## config.mk

```make
export PLATFORM = sky130hd
export DESIGN_NAME = pipeline_hazard_ctrl
export DESIGN_NICKNAME = d
export VERILOG_FILES = /design/src/rtl/pipe_ctrl_pkg.sv /design/src/rtl/dst_shadow_stage.sv /design/src/rtl/pipeline_hazard_ctrl.sv
export SDC_FILE = /design/constraint.sdc
export NUM_CORES = 1
export LEC_CHECK = 0
export CORE_MARGIN = 4
export CORE_UTILIZATION = 40
export CTS_CLUSTER_SIZE = 40
export DETAILED_ROUTE_END_ITERATION = 6
export PLACE_DENSITY_LB_ADDON = 0.05
export SYNTH_ARGS = -nofsm -noshare
export SYNTH_HDL_FRONTEND = slang
export SYNTH_SLANG_ARGS = --single-unit
```

## constraint.sdc

```tcl
create_clock -name clk -period 6.33 [get_ports clk]
set_input_delay 0.9495 -clock clk [delete_from_list [all_inputs] [get_ports clk]]
set_output_delay 0.9495 -clock clk [all_outputs]
set_load 0.02 [all_outputs]
```

## src/rtl/pipe_ctrl_pkg.sv

```systemverilog
// Shared encodings and shadow-entry types for the pipeline hazard controller.
package pipe_ctrl_pkg;

    // ALU operand source select
    typedef enum logic [1:0] {
        FWD_REG = 2'b00,
        FWD_EX  = 2'b01,
        FWD_MEM = 2'b10,
        FWD_WB  = 2'b11
    } fwd_sel_e;

    // Per-entry control bits travelling alongside the destination tag
    typedef struct packed {
        logic wr_en;
        logic is_load;
    } entry_flags_t;

    localparam int unsigned ENTRY_FLAG_W = 2;
    localparam int unsigned REG_ZERO     = 0;

    // Total shadow-entry width for a given register index width
    function automatic int unsigned entry_width(input int unsigned reg_w);
        return reg_w + ENTRY_FLAG_W;
    endfunction

endpackage

```

## src/rtl/dst_shadow_stage.sv

```systemverilog
// One shadow-pipeline entry: destination tag plus write/load flags.
// Loads a bubble (no write, not a load, r0) on reset or on request.
module dst_shadow_stage
    import pipe_ctrl_pkg::*;
#(
    parameter int unsigned REG_W = 5
) (
    input  logic                clk,
    input  logic                reset,
    input  logic                insert_bubble,
    input  logic [REG_W-1:0]    next_dst,
    input  entry_flags_t        next_flags,
    output logic [REG_W-1:0]    dst,
    output entry_flags_t        flags
);

    // Advance the entry every cycle, substituting a bubble when requested
    always_ff @(posedge clk) begin
        if (reset || insert_bubble) begin
            dst   <= '0;
            flags <= '0;
        end else begin
            dst   <= next_dst;
            flags <= next_flags;
        end
    end

endmodule

```

## src/rtl/pipeline_hazard_ctrl.sv

```systemverilog
// Hazard sequencer for the 5-stage pipeline: shadow destination tags for
// EX/MEM/WB, load-use and dependence stalls, branch flush, operand forwarding.
// Optional feature macro: PIPE_FORWARDING_EN (defined: forwarding paths used;
// undefined: any live dependence interlocks until the producer leaves WB).
module pipeline_hazard_ctrl
    import pipe_ctrl_pkg::*;
#(
    parameter int unsigned REG_W       = 5,
    parameter int unsigned FLUSH_DEPTH = 2,
    parameter int unsigned PERF_W      = 16
) (
    input  logic              clk,
    input  logic              reset,
    input  logic              id_valid,
    input  logic [REG_W-1:0]  id_rs,
    input  logic [REG_W-1:0]  id_rt,
    input  logic              id_uses_rs,
    input  logic              id_uses_rt,
    input  logic [REG_W-1:0]  id_dst,
    input  logic              id_wr_en,
    input  logic              id_is_load,
    input  logic              ex_branch_taken,
    output logic              stall_if,
    output logic              bubble_ex,
    output logic              flush_id,
    output logic [1:0]        fwd_a_sel,
    output logic [1:0]        fwd_b_sel,
    output logic [PERF_W-1:0] stall_cnt,
    output logic [PERF_W-1:0] flush_cnt
);

    logic [REG_W-1:0] ex_dst, mem_dst, wb_dst;
    entry_flags_t     ex_flags, mem_flags, wb_flags, id_flags;
    logic             ex_live, mem_live, wb_live;
    logic             a_ex, a_mem, a_wb, b_ex, b_mem, b_wb;
    logic             load_use, stall_req, ex_bubble;
    logic [1:0]       flush_ctr;
    logic             unused_wb_load;

    function automatic logic is_live(input logic [REG_W-1:0] dst, input entry_flags_t f);
        return f.wr_en && (dst != REG_W'(REG_ZERO));
    endfunction

    function automatic logic src_match(input logic valid, input logic used,
                                       input logic [REG_W-1:0] src,
                                       input logic [REG_W-1:0] dst, input logic live);
        return valid && used && (src != REG_W'(REG_ZERO)) && (src == dst) && live;
    endfunction

`ifdef PIPE_FORWARDING_EN
    function automatic fwd_sel_e fwd_pick(input logic ex_hit, input logic mem_hit,
                                          input logic wb_hit);
        if (ex_hit)       return FWD_EX;
        else if (mem_hit) return FWD_MEM;
        else if (wb_hit)  return FWD_WB;
        else              return FWD_REG;
    endfunction
`endif

    assign id_flags       = '{wr_en: id_wr_en, is_load: id_is_load};
    assign ex_bubble      = ~(id_valid & ~stall_if & ~flush_id);
    assign unused_wb_load = wb_flags.is_load;

    dst_shadow_stage #(.REG_W(REG_W)) u_ex (
        .clk(clk), .reset(reset), .insert_bubble(ex_bubble),
        .next_dst(id_dst), .next_flags(id_flags), .dst(ex_dst), .flags(ex_flags)
    );

    dst_shadow_stage #(.REG_W(REG_W)) u_mem (
        .clk(clk), .reset(reset), .insert_bubble(1'b0),
        .next_dst(ex_dst), .next_flags(ex_flags), .dst(mem_dst), .flags(mem_flags)
    );

    dst_shadow_stage #(.REG_W(REG_W)) u_wb (
        .clk(clk), .reset(reset), .insert_bubble(1'b0),
        .next_dst(mem_dst), .next_flags(mem_flags), .dst(wb_dst), .flags(wb_flags)
    );

    // Source-versus-stage dependence detection
    always_comb begin
        ex_live  = is_live(ex_dst, ex_flags);
        mem_live = is_live(mem_dst, mem_flags);
        wb_live  = is_live(wb_dst, wb_flags);
        a_ex     = src_match(id_valid, id_uses_rs, id_rs, ex_dst,  ex_live);
        a_mem    = src_match(id_valid, id_uses_rs, id_rs, mem_dst, mem_live);
        a_wb     = src_match(id_valid, id_uses_rs, id_rs, wb_dst,  wb_live);
        b_ex     = src_match(id_valid, id_uses_rt, id_rt, ex_dst,  ex_live);
        b_mem    = src_match(id_valid, id_uses_rt, id_rt, mem_dst, mem_live);
        b_wb     = src_match(id_valid, id_uses_rt, id_rt, wb_dst,  wb_live);
        load_use = ex_flags.is_load & (a_ex | b_ex);
    end

    // Stall/flush/forward decisions; flush takes priority over stall
    always_comb begin
        fwd_a_sel = FWD_REG;
        fwd_b_sel = FWD_REG;
`ifdef PIPE_FORWARDING_EN
        stall_req = load_use;
        // A loaded value is not ready in EX, so an EX load match never selects EX
        fwd_a_sel = fwd_pick(a_ex & ~ex_flags.is_load, a_mem, a_wb);
        fwd_b_sel = fwd_pick(b_ex & ~ex_flags.is_load, b_mem, b_wb);
`else
        stall_req = load_use | a_ex | a_mem | a_wb | b_ex | b_mem | b_wb;
`endif
        flush_id  = ex_branch_taken | (flush_ctr != '0);
        stall_if  = stall_req & ~flush_id;
        bubble_ex = stall_if | flush_id;
    end

    // Flush down-counter: a taken branch (re)loads the remaining squash cycles
    always_ff @(posedge clk) begin
        if (reset) begin
            flush_ctr <= '0;
        end else if (ex_branch_taken) begin
            flush_ctr <= 2'(FLUSH_DEPTH - 1);
        end else if (flush_ctr != '0) begin
            flush_ctr <= flush_ctr - 2'd1;
        end
    end

    // Saturating performance counters
    always_ff @(posedge clk) begin
        if (reset) begin
            stall_cnt <= '0;
            flush_cnt <= '0;
        end else begin
            if (stall_if && (stall_cnt != '1))
                stall_cnt <= stall_cnt + PERF_W'(1);
            if (ex_branch_taken && (flush_cnt != '1))
                flush_cnt <= flush_cnt + PERF_W'(1);
        end
    end

endmodule

```

* Yosys cells after proc, flatten, opt, wreduce, memory -nomap -nowiden
Index checks and enable logic that the tools add are counted.
Operators by class: add/sub/neg operators 3, equality and inequality tests 8, mux-type cells 2, bitwise operators 16, reductions and logical operators 30
Operators with widths (count):
- adder 16 x 1 -> 16 bit, second input constant | 2
- != test 16 bit, second input constant | 2
- equality test 5 bit | 6
- nonzero test 5 bit | 5
- logical AND 1 bit | 21
- bitwise OR 1 bit | 9
- AND 1 bit | 4
- nonzero test 2 bit | 2
- inverter 1 bit | 3
- two-way mux 1 bit | 2
- OR reduction 2 bit | 1
- subtractor 2 x 1 -> 2 bit, second input constant | 1
- logical OR 1 bit | 1
Word-level totals: bits in registers 53, input port bits 23, output and inout port bits 39, logic and storage cells 70

* Depth between registers and ports, before layout
Gate-level depths: netlist (run 1).
depth after elaboration 18, mapped depth 10, gate-level depth less buffers 8

* Modules after synthesis
From an unflattened synthesis (run 1), not the netlist that was laid out.
Unflattened totals: cells, all modules 295, area, all modules 2688.8 µm²
Modules (own cells, without submodules):
- pipeline_hazard_ctrl | times used 1, cells each 253, area an instance 2110.8 µm², sequential area each 680.7 µm²
- dst_shadow_stage | times used 3, cells each 14, area an instance 192.7 µm², sequential area each 140.1 µm²

* Worst setup path before layout (run 1)
Ideal clock, no wire load.
kind input to output, start point input port id_rs[1], end point output port stall_if, data arrival time 2215 ps, required time 5380 ps, setup slack 3165 ps, cell stages on the path 6, path buffers 1, path through or4_1 o211ai_1 or2_2 o22a_2 buf_8 inv_1
Between the ends: cells in the longest elaborated chain, start to end 13, elaborated cells between the ends (all ways) 20, those cells by class eq/ne (3); bitwise (9); reduce/logical (8)
RTL lines:
- start, declared | line pipeline_hazard_ctrl.sv:15 | input logic [REG_W-1:0] id_rs,
- nonzero test 5 bit | line pipeline_hazard_ctrl.sv:47 | return valid && used && (src != REG_W'(REG_ZERO)) && (src == dst) && live;
- logical AND 1 bit (3 in series) | line pipeline_hazard_ctrl.sv:47
- bitwise OR 1 bit | line pipeline_hazard_ctrl.sv:90 | load_use = ex_flags.is_load & (a_ex | b_ex);
- AND 1 bit | line pipeline_hazard_ctrl.sv:90
- bitwise OR 1 bit (2 in series) | line pipeline_hazard_ctrl.sv:103 | stall_req = load_use | a_ex | a_mem | a_wb | b_ex | b_mem | b_wb;
- bitwise OR 1 bit * (4 in series) | line pipeline_hazard_ctrl.sv:103
- AND 1 bit * | line pipeline_hazard_ctrl.sv:106 | stall_if = stall_req & ~flush_id;
- end, declared | line pipeline_hazard_ctrl.sv:23 | output logic stall_if,
Mark *: on every way between the ends. The rest lies on a longest branch, timed or not.

* Final worst setup path (run 1)
start point input port id_rt[1], end point output port stall_if
Between the ends: cells in the longest elaborated chain, start to end 13, elaborated cells between the ends (all ways) 20, those cells by class eq/ne (3); bitwise (9); reduce/logical (8)
RTL lines:
- start, declared | line pipeline_hazard_ctrl.sv:16 | input logic [REG_W-1:0] id_rt,
- nonzero test 5 bit | line pipeline_hazard_ctrl.sv:47
- logical AND 1 bit (3 in series) | line pipeline_hazard_ctrl.sv:47
- bitwise OR 1 bit | line pipeline_hazard_ctrl.sv:90
- AND 1 bit | line pipeline_hazard_ctrl.sv:90
- bitwise OR 1 bit (5 in series) | line pipeline_hazard_ctrl.sv:103
- bitwise OR 1 bit * | line pipeline_hazard_ctrl.sv:103
- AND 1 bit * | line pipeline_hazard_ctrl.sv:106
Marks and branches as above.

==> results.yml, run 1 <==
global_routing:
  grtUsageMet3_pct: 2.83
  grt_max_degree: 52
  antenna_found_initial: 0
  grt_util_all_layers_pct: 15.4
  grt_pass1_wl_mm: 9.95
  grt-busiest-layer: "met2"
  grt_pass1_vias: 2097
  gr-total-overflow: 0
  grt_use_met1_pct: 21.0
  use_met2_pct: 24.9
cells_and_area:
  final_nets: 373
  instances_no_fill: 425
  drive_gt1_share_pct: 7.47
  diodes: 0
  syn_to_final_growth_pct: 25.5
placed_design:
  gp_congestion: 0.814
  post-place-cells: 417
  hpwl_mm: 4.21
  io_buffers: 56
logic_synthesis:
  synth_cell_types: 43
  synth_commonest_cells: "52 x dfxtp_1, 26 x nor2_1, 25 x xor2_1"
  synth_area_leaders: "dfxtp_1 39%, xor2_1 8.2%, xnor2_1 6.6%"
  synth_area_per_cell_sq_um: 9.08
  syn_area_sq_um: 2670
  synth.most_common_cell: "dfxtp_1"
  seq_area_frac_synth_pct: 39.0
  synth_ff_type: "dfxtp_1"
  syn_inst: 294
  synth_edf_count: 0
  synth_top_area_share_pct: 39.0
  ys.warnings.count: 0
  synth_seq_cells: 52
  yosysTopAreaCell: "dfxtp_1"
  async_flop_share_pct: 0
drt:
  dr.pass1.iters: 4
  drt_iter0_drc: 88
  wirelength_mm: 5.98
  drtAntennaViolNets: 0
  post-route-drc-count: 0
  vias_per_cell: 5.25
  detail_route.wl_per_cell_um: 14.1
  via_count: 2230
critical_path:
  crit_path_start_kind: "primary input"
  endpoint_kind: "primary output"
  critPathArrivalTime_ns: 3.58
  required_ns: 5.38
  rrSetupSlack_ns: 3.73
  criticalPathCategory: "in -> out"
  crit_path_max_fanout: 27
timing:
  hold_viol_final: 0
  grt_setup_unrepaired: "no"
  max_freq_ghz: 0.221
  slew_viol_final: 0
  skew_ns: 0.00822
  fin_crit_sh_pct: 71.6
  worst_slew_margin_rel_pct: 41.4
  setup_viol: 0
  fin_crit_ns: 4.53
  setup-tns-final_ns: 0
  hold_ws_ns: 0.489
  tightest_slew_ns: 0.879
pwr:
  p_leak_nw: 1.17
  p_per_area_nw_per_um2: 186
  ir_worst_vdd_uv: 121
die:
  die_h_um: 89.7
  dieArea_sq_um: 8040
  ios: 62
  fp-row-count: 29
  core_region_area_sq_um: 6420
  start_util_pct: 41.6
  die_w_um: 89.7
clocking:
  cts-hold-fix-buffers: 0
  cts_resized: 0
  cts_setup_buffers: 0
  cts_tree: "yes"
  h-tree-depth: 2
  clk_path_buf_depth: 2
  clock_latency_ns: 0.30
  cts_buffers: 5
  root_buffer: "clkbuf_8"
  clock_sink_count: 52
  path_clk_slew_ns: 0.10
run_status:
  status: "completed"
min_path:
  holdCritPathClass: "reg -> reg"
flow_run:
  drv_cap: 0
==> report_power, final <==
part	switching [mW]	internal [mW]
Sequential	0.00436	0.331
Clock	0.109	0.118
Combinational	0.0310	0.0309
==> layout by cell type, fill, tap and decap left out, types with 5 or more instances in the layout <==
master,n
o31ai_1,8
nor4_1,6
nand3_1,12
dfxtp_1,52
nor3_1,6
and3_1,10
clkbuf_8,5
nor2b_1,17
a21oi_1,13
xor2_1,25
nor2_1,26
clkdlybuf4s50_1,55
nand4_1,10
nand2_1,15
inv_1,7
or4_1,14
xnor2_1,20
==> cell families (layout without fill, tap and decap cells) <==
| group | Yosys count | after routing | synth area share (%) |
|---|---|---|---|
| multiplexers | 6 | 6 | 3.00 |
| AO/OA/AOI/OAI | 33 | 33 | 8.35 |
| buffers and inverters | 21 | 72 | 4.69 |
| adder cells (fa/ha/maj) | 3 | 3 | 1.41 |
| XOR/XNOR | 45 | 45 | 14.8 |
| other | 1 | 4 | 0.141 |
| flip-flops | 52 | 52 | 39.0 |
| AND/OR/NAND/NOR | 133 | 133 | 28.6 |
==> through the flow <==
step | power [mW] | utilization, % | cell area (sq um) | worst slack [ns]
global placement | 0.405 | 50.5 | 3240 | 1.77
finish | 0.624 | 52.1 | 3350 | 1.80
global route | 0.655 | 52.1 | 3350 | 1.59
floorplan | 0.379 | - | 2680 | 3.17
detailed placement | 0.406 | 50.5 | 3240 | 1.78
CTS | 0.635 | 52.1 | 3350 | 1.76
==> critical path, stage by stage <==
cell and delay, ns:
clkdlybuf4s50_1 0.52, or4_1 0.56, o211ai_1 0.21, or2_2 0.15, o22a_2 0.47, inv_1 0.15
clkdlybuf4s50_1 0.57
==> flip-flops by register name, summed over array words and instances (netlist names) <==
register	flops
u_mem.flags	1
u_wb.dst	5
u_ex.flags	1
u_ex.dst	5
u_mem.dst	5
flush_ctr	2
u_wb.flags	1
stall_cnt	16
flush_cnt	16
==> layer usage <==
layer	wire length (um)	up-vias
li1	-	1136
met1	2920	1049
met2	2830	41
met3	183	4
met4	46	0
met5	0	-
==> final timing paths <==
check | startpoint | to | cells after the start
max reg2reg | stall_cnt[1] | stall_cnt[10] | 6
min reg2reg | u_mem.flags[1] | u_wb.flags[1] | 1
max | id_rt[1] | stall_if | 7
min | u_mem.flags[1] | u_wb.flags[1] | 1
==> cell type report <==
cell class / count / area, sq um
fill: 630 / 3070
tap: 77 / 96.3
sequential: 52 / 1040
timing repair buffer: 57 / 563
multi-input combinational: 224 / 1510
inverter: 7 / 26.3
clock inverter: 2 / 35.0
clock buffer: 6 / 72.6
Power figures use the tool's default switching activity.
==> run 2: changes to the inputs <==
==> constraint.sdc (replaced) <==
create_clock -name clk -period 4.47 [get_ports clk]
set_input_delay 0.6705 -clock clk [delete_from_list [all_inputs] [get_ports clk]]
set_output_delay 0.6705 -clock clk [all_outputs]
set_load 0.02 [all_outputs]
==> run 2 against run 1 <==
Against the previous run: first-iteration DRC count shrank 4.5%; global-route usage shrank 0.32 points; sequential power grew 41%; utilization grew 0.12 points; final cell count grew 0.24%; sequential share of layout area shrank 0.070 points; setup slack lost 0.97 ns; critical path depth is the same; via count shrank 0.90%; clock-buffer cell count is the same; flip-flop and latch count is the same; die area is the same.
==> results.yml, run 2 (synthesis results as in run 1) <==
pwr:
  power.share.switching_pct: 23.2
  p_int_mw: 0.680
  combPwrFrac_pct: 9.9
  seq_power_share_pct: 53.7
  p_per_area_nw_per_um2: 264
  p_leak_nw: 1.18
  ir_worst_vdd_uv: 157
  p_sw_mw: 0.205
  clkPwrFrac_pct: 36.3
  power.total_mw: 0.884
clocking:
  root_buffer: "clkbuf_8"
  cts-hold-fix-buffers: 0
  clk_path_buf_depth: 2
  cts_buffers: 5
  clock_latency_ns: 0.30
  cts_setup_buffers: 0
  cts_tree: "yes"
  clock_sink_count: 52
  path_clk_slew_ns: 0.09
  cts_resized: 0
  h-tree-depth: 2
drt:
  top_layer_used: "met4"
  wl_met3_um: 194
  wirelength_mm: 5.83
  drt-met1-wl_mm: 2.77
  vias_per_cell: 5.19
  drt_iter0_drc: 84
  drtAntennaViolNets: 0
  dr.pass1.iters: 4
  post-route-drc-count: 0
  wl_met2_mm: 2.82
  via_count: 2210
  detail_route.wl_per_cell_um: 13.7
cells_and_area:
  drive_gt1_share_pct: 7.74
  diodes: 0
  final_common_cell: "clkdlybuf4s50_1"
  final_nets: 374
  syn_to_final_growth_pct: 25.7
  reg.largest.list: "flush_cnt x16, stall_cnt x16"
  final_cell_mix: "55 x clkdlybuf4s50_1, 52 x dfxtp_1, 26 x nor2_1, 25 x xor2_1, 20 x xnor2_1"
die:
  dieArea_sq_um: 8040
  ios: 62
  start_util_pct: 41.6
  die_h_um: 89.7
  fp-row-count: 29
  core_region_area_sq_um: 6420
  die_w_um: 89.7
critical_path:
  crit_path_start_kind: "primary input"
  critPathCapture: "bubble_ex"
  required_ns: 3.80
  critPathArrivalTime_ns: 2.98
  rr_startpoint: "stall_cnt[1]"
  startpoint: "id_rt[1]"
  crit_path_max_fanout: 7
  criticalPathCategory: "in -> out"
  r2r_end: "stall_cnt[10]"
  rrSetupSlack_ns: 1.90
  rr_worst_depth: 6
  endpoint_kind: "primary output"
global_routing:
  gr-total-overflow: 0
  antenna_found_initial: 0
  grt_max_degree: 37
  grt_pass1_wl_mm: 9.69
  grt_pass1_vias: 2104
  grt_util_all_layers_pct: 15.1
timing:
  max_freq_ghz: 0.274
  setup_viol: 0
  tightest_slew_ns: 0.832
  setup-tns-final_ns: 0
  worst_slew_margin_rel_pct: 44.6
  slew_viol_final: 0
  skew_ns: 0.00830
  grt_setup_unrepaired: "no"
  fin_crit_sh_pct: 81.6
  fin_crit_ns: 3.65
  hold_viol_final: 0
flow_run:
  drv_cap: 0
placed_design:
  gp_congestion: 0.818
  io_buffers: 56
  hpwl_mm: 4.35
min_path:
  holdCritPathClass: "reg -> reg"
run_status:
  status: "completed"
-- run 2: cell types whose count changed in the layout (fill, tap and decap cells not counted), sizes merged --
| cell | change |
|---|---|
| buf | +1 |
-- run 2: cell type report --
class	count	area [sq um]
clock buffer	6	72.6
tap	77	96.3
sequential	52	1040
timing repair buffer	58	571
multi-input combinational	224	1510
fill	625	3070
clock inverter	2	35.0
inverter	7	26.3
-- run 2: worst min-delay path by stage --
stage | startpoint | to | cells past startpoint
finish | u_mem.flags[1] | u_wb.flags[1] | 1
global route | u_mem.flags[1] | u_wb.flags[1] | 1
CTS | u_mem.flags[1] | u_wb.flags[1] | 1
detailed placement | u_mem.flags[1] | u_wb.flags[1] | 1
global placement | u_mem.flags[1] | u_wb.flags[1] | 1
floorplan | u_mem.flags[1] | u_wb.flags[1] | 1
-- run 2: per-layer routing --
layer / GRT usage [%] / vias to the layer above
met5: 0 / -
met4: 3.25 / 0
met3: 2.83 / 4
met2: 25.5 / 40
met1: 19.9 / 1027
li1: - / 1139
-- run 2: per-stage QoR --
stage | util (%) | hold WS [ns] | area, sq um | worst slack (ns) | std cells
after CTS | 52.3 | 0.483 | 3360 | 0.814 | 426
after global placement | 50.6 | 0.472 | 3250 | 0.810 | 418
after floorplan | - | 0.458 | 2680 | 1.86 | 297
after detailed placement | 50.6 | 0.470 | 3250 | 0.836 | 418
after global routing | 52.3 | 0.514 | 3360 | 0.612 | 426
final | 52.3 | 0.481 | 3360 | 0.822 | 426
-- run 2: power by group through the flow --
stage,clock [mW],sequential (mW),combinational [mW]
2_1_floorplan,0,0.487,0.0489
3_3_place_gp,0,0.486,0.0876
3_5_place_dp,0,0.486,0.0886
4_1_cts,0.329,0.475,0.0893
5_1_grt,0.348,0.477,0.0978
6_report,0.321,0.475,0.0877
-- run 2: worst max-delay path, cell delays in order --
cell and delay [ns]:
clkdlybuf4s50_1 0.52, or4_1 0.56, o211ai_1 0.22, o22ai_1 0.12
nor2_1 0.28, inv_1 0.07, clkdlybuf4s50_1 0.54
==> run 3: changes to the inputs <==
==> constraint.sdc (replaced) <==
create_clock -name clk -period 3.4 [get_ports clk]
set_input_delay 0.51 -clock clk [delete_from_list [all_inputs] [get_ports clk]]
set_output_delay 0.51 -clock clk [all_outputs]
set_load 0.02 [all_outputs]
==> run 3 against run 2 <==
Against the previous run: clock power is 13% higher; utilization is 0.51 points higher; critical path depth stayed put; largest cell class unchanged; sequential share of layout area is 0.30 points lower; non-clock buffer count is 6 higher; clock-buffer cell count stayed put; highest routed layer unchanged; via count is 1.5% higher; die area stayed put; first-iteration DRC count is 46% lower.
==> results.yml, run 3 (synthesis results as in run 1) <==
cells_and_area:
  diodes: 0
  final_cell_mix: "55 x clkdlybuf4s50_1, 52 x dfxtp_1, 25 x nor2_1, 25 x xor2_1, 20 x xnor2_1"
  final_nets: 380
  syn_to_final_growth_pct: 27.0
  multi_input_area_sq_um: 1520
  final_common_cell: "clkdlybuf4s50_1"
  drive_gt1_share_pct: 9.86
  regArea_sq_um: 1040
  n_fill_cell: 618
  final_util_pct: 52.8
  reg.largest.list: "flush_cnt x16, stall_cnt x16"
global_routing:
  grt_max_degree: 31
  gr-total-overflow: 0
  grt_pass1_wl_mm: 10.0
  grt_util_all_layers_pct: 15.8
  grt_pass1_vias: 2145
  antenna_found_initial: 0
drt:
  via_count: 2243
  dr.pass1.iters: 4
  post-route-drc-count: 0
  vias_per_cell: 5.19
  drtAntennaViolNets: 0
  drt_iter0_drc: 45
  detail_route.wl_per_cell_um: 13.8
  wirelength_mm: 5.95
pwr:
  ir_worst_vdd_uv: 156
  p_per_area_nw_per_um2: 327
  p_leak_nw: 1.20
critical_path:
  crit_path_start_kind: "primary input"
  endpoint_kind: "primary output"
  criticalPathCategory: "in -> out"
  critPathArrivalTime_ns: 2.71
  crit_path_max_fanout: 7
  rr_worst_depth: 8
  required_ns: 2.89
clocking:
  cts_tree: "yes"
  path_clk_slew_ns: 0.09
  clock_latency_ns: 0.30
  clock_sink_count: 52
  root_buffer: "clkbuf_8"
  cts_setup_buffers: 0
  cts_buffers: 5
  clk_path_buf_depth: 2
  h-tree-depth: 2
min_path:
  holdCritPathClass: "reg -> reg"
  hold_depth: 1
placed_design:
  io_buffers: 56
  gp_congestion: 0.810
  hpwl_mm: 4.49
die:
  core_region_area_sq_um: 6420
  fp-row-count: 29
  ios: 62
  dieArea_sq_um: 8040
  die_h_um: 89.7
  die_w_um: 89.7
  start_util_pct: 41.6
timing:
  hold_viol_final: 0
  fin_crit_ns: 3.22
  skew_ns: 0.00628
  setup_viol: 0
  slew_viol_final: 0
  fin_crit_sh_pct: 94.6
  max_freq_ghz: 0.311
  worst_slew_margin_rel_pct: 65.9
  tightest_slew_ns: 0.508
  setup-tns-final_ns: 0
flow_run:
  drv_cap: 0
run_status:
  status: "completed"
-- run 3: cell count changes in the layout (fill, tap and decap cells not counted), sizes merged --
cell    change
clkinv      +1
bufinv      -1
buf         +6
-- run 3: path summary, 6_finish.rpt --
check                 start       endpoint  slack [ns]
max                id_rt[2]      bubble_ex        0.18
min          u_mem.flags[1]  u_wb.flags[1]        0.49
max reg2reg    stall_cnt[6]  stall_cnt[13]        0.95
min reg2reg  u_mem.flags[1]  u_wb.flags[1]        0.49
-- run 3: where the power goes --
part,switching (mW),internal [mW]
Clock,0.200,0.163
Combinational,0.0584,0.0609
Sequential,0.00816,0.617
-- run 3: metal layers --
metal  global-route usage [%]  vias to the layer above  part of all wire, %
li1                         -                     1149                    -
met5                        0                        -                    0
met1                     21.3                     1047                   50
met4                     4.06                        0                 0.49
met3                     3.28                        2                  3.4
met2                     25.7                       45                   46
-- run 3: metrics by stage --
step	total power [mW]	hold WS (ns)	std cells	cell area (sq um)	worst slack, ns
after global routing	1.16	0.507	432	3390	-0.0281
after floorplan	0.705	0.458	297	2680	1.11
after global placement	0.758	0.477	424	3290	0.123
after detailed placement	0.759	0.476	424	3290	0.123
final	1.11	0.488	432	3390	0.183
after CTS	1.13	0.491	432	3390	0.0878
-- run 3: critical path: stages --
cell and delay [ns]:
clkdlybuf4s50_1 0.50, or4_1 0.56, o211ai_1 0.21, o22ai_1 0.12
nor2_2 0.21, inv_1 0.06, clkdlybuf4s50_1 0.54
-- run 3: repair_timing --
action / CTS / global route
endpoints found under the setup margin: 0 / 1
hold buffers: 0 / 0
gates resized for setup: 0 / 1
endpoints found under the hold margin: 0 / 0
-- run 3: layout make-up --
| cell class | instances | share of cell area, % |
|---|---|---|
| clock buffer | 6 | 2.44 |
| clock inverter | 2 | 0.295 |
| inverter | 7 | 0.775 |
| multi-input combinational | 224 | 44.8 |
| sequential | 52 | 30.7 |
| tap | 77 | 2.84 |
| timing repair buffer | 64 | 18.2 |
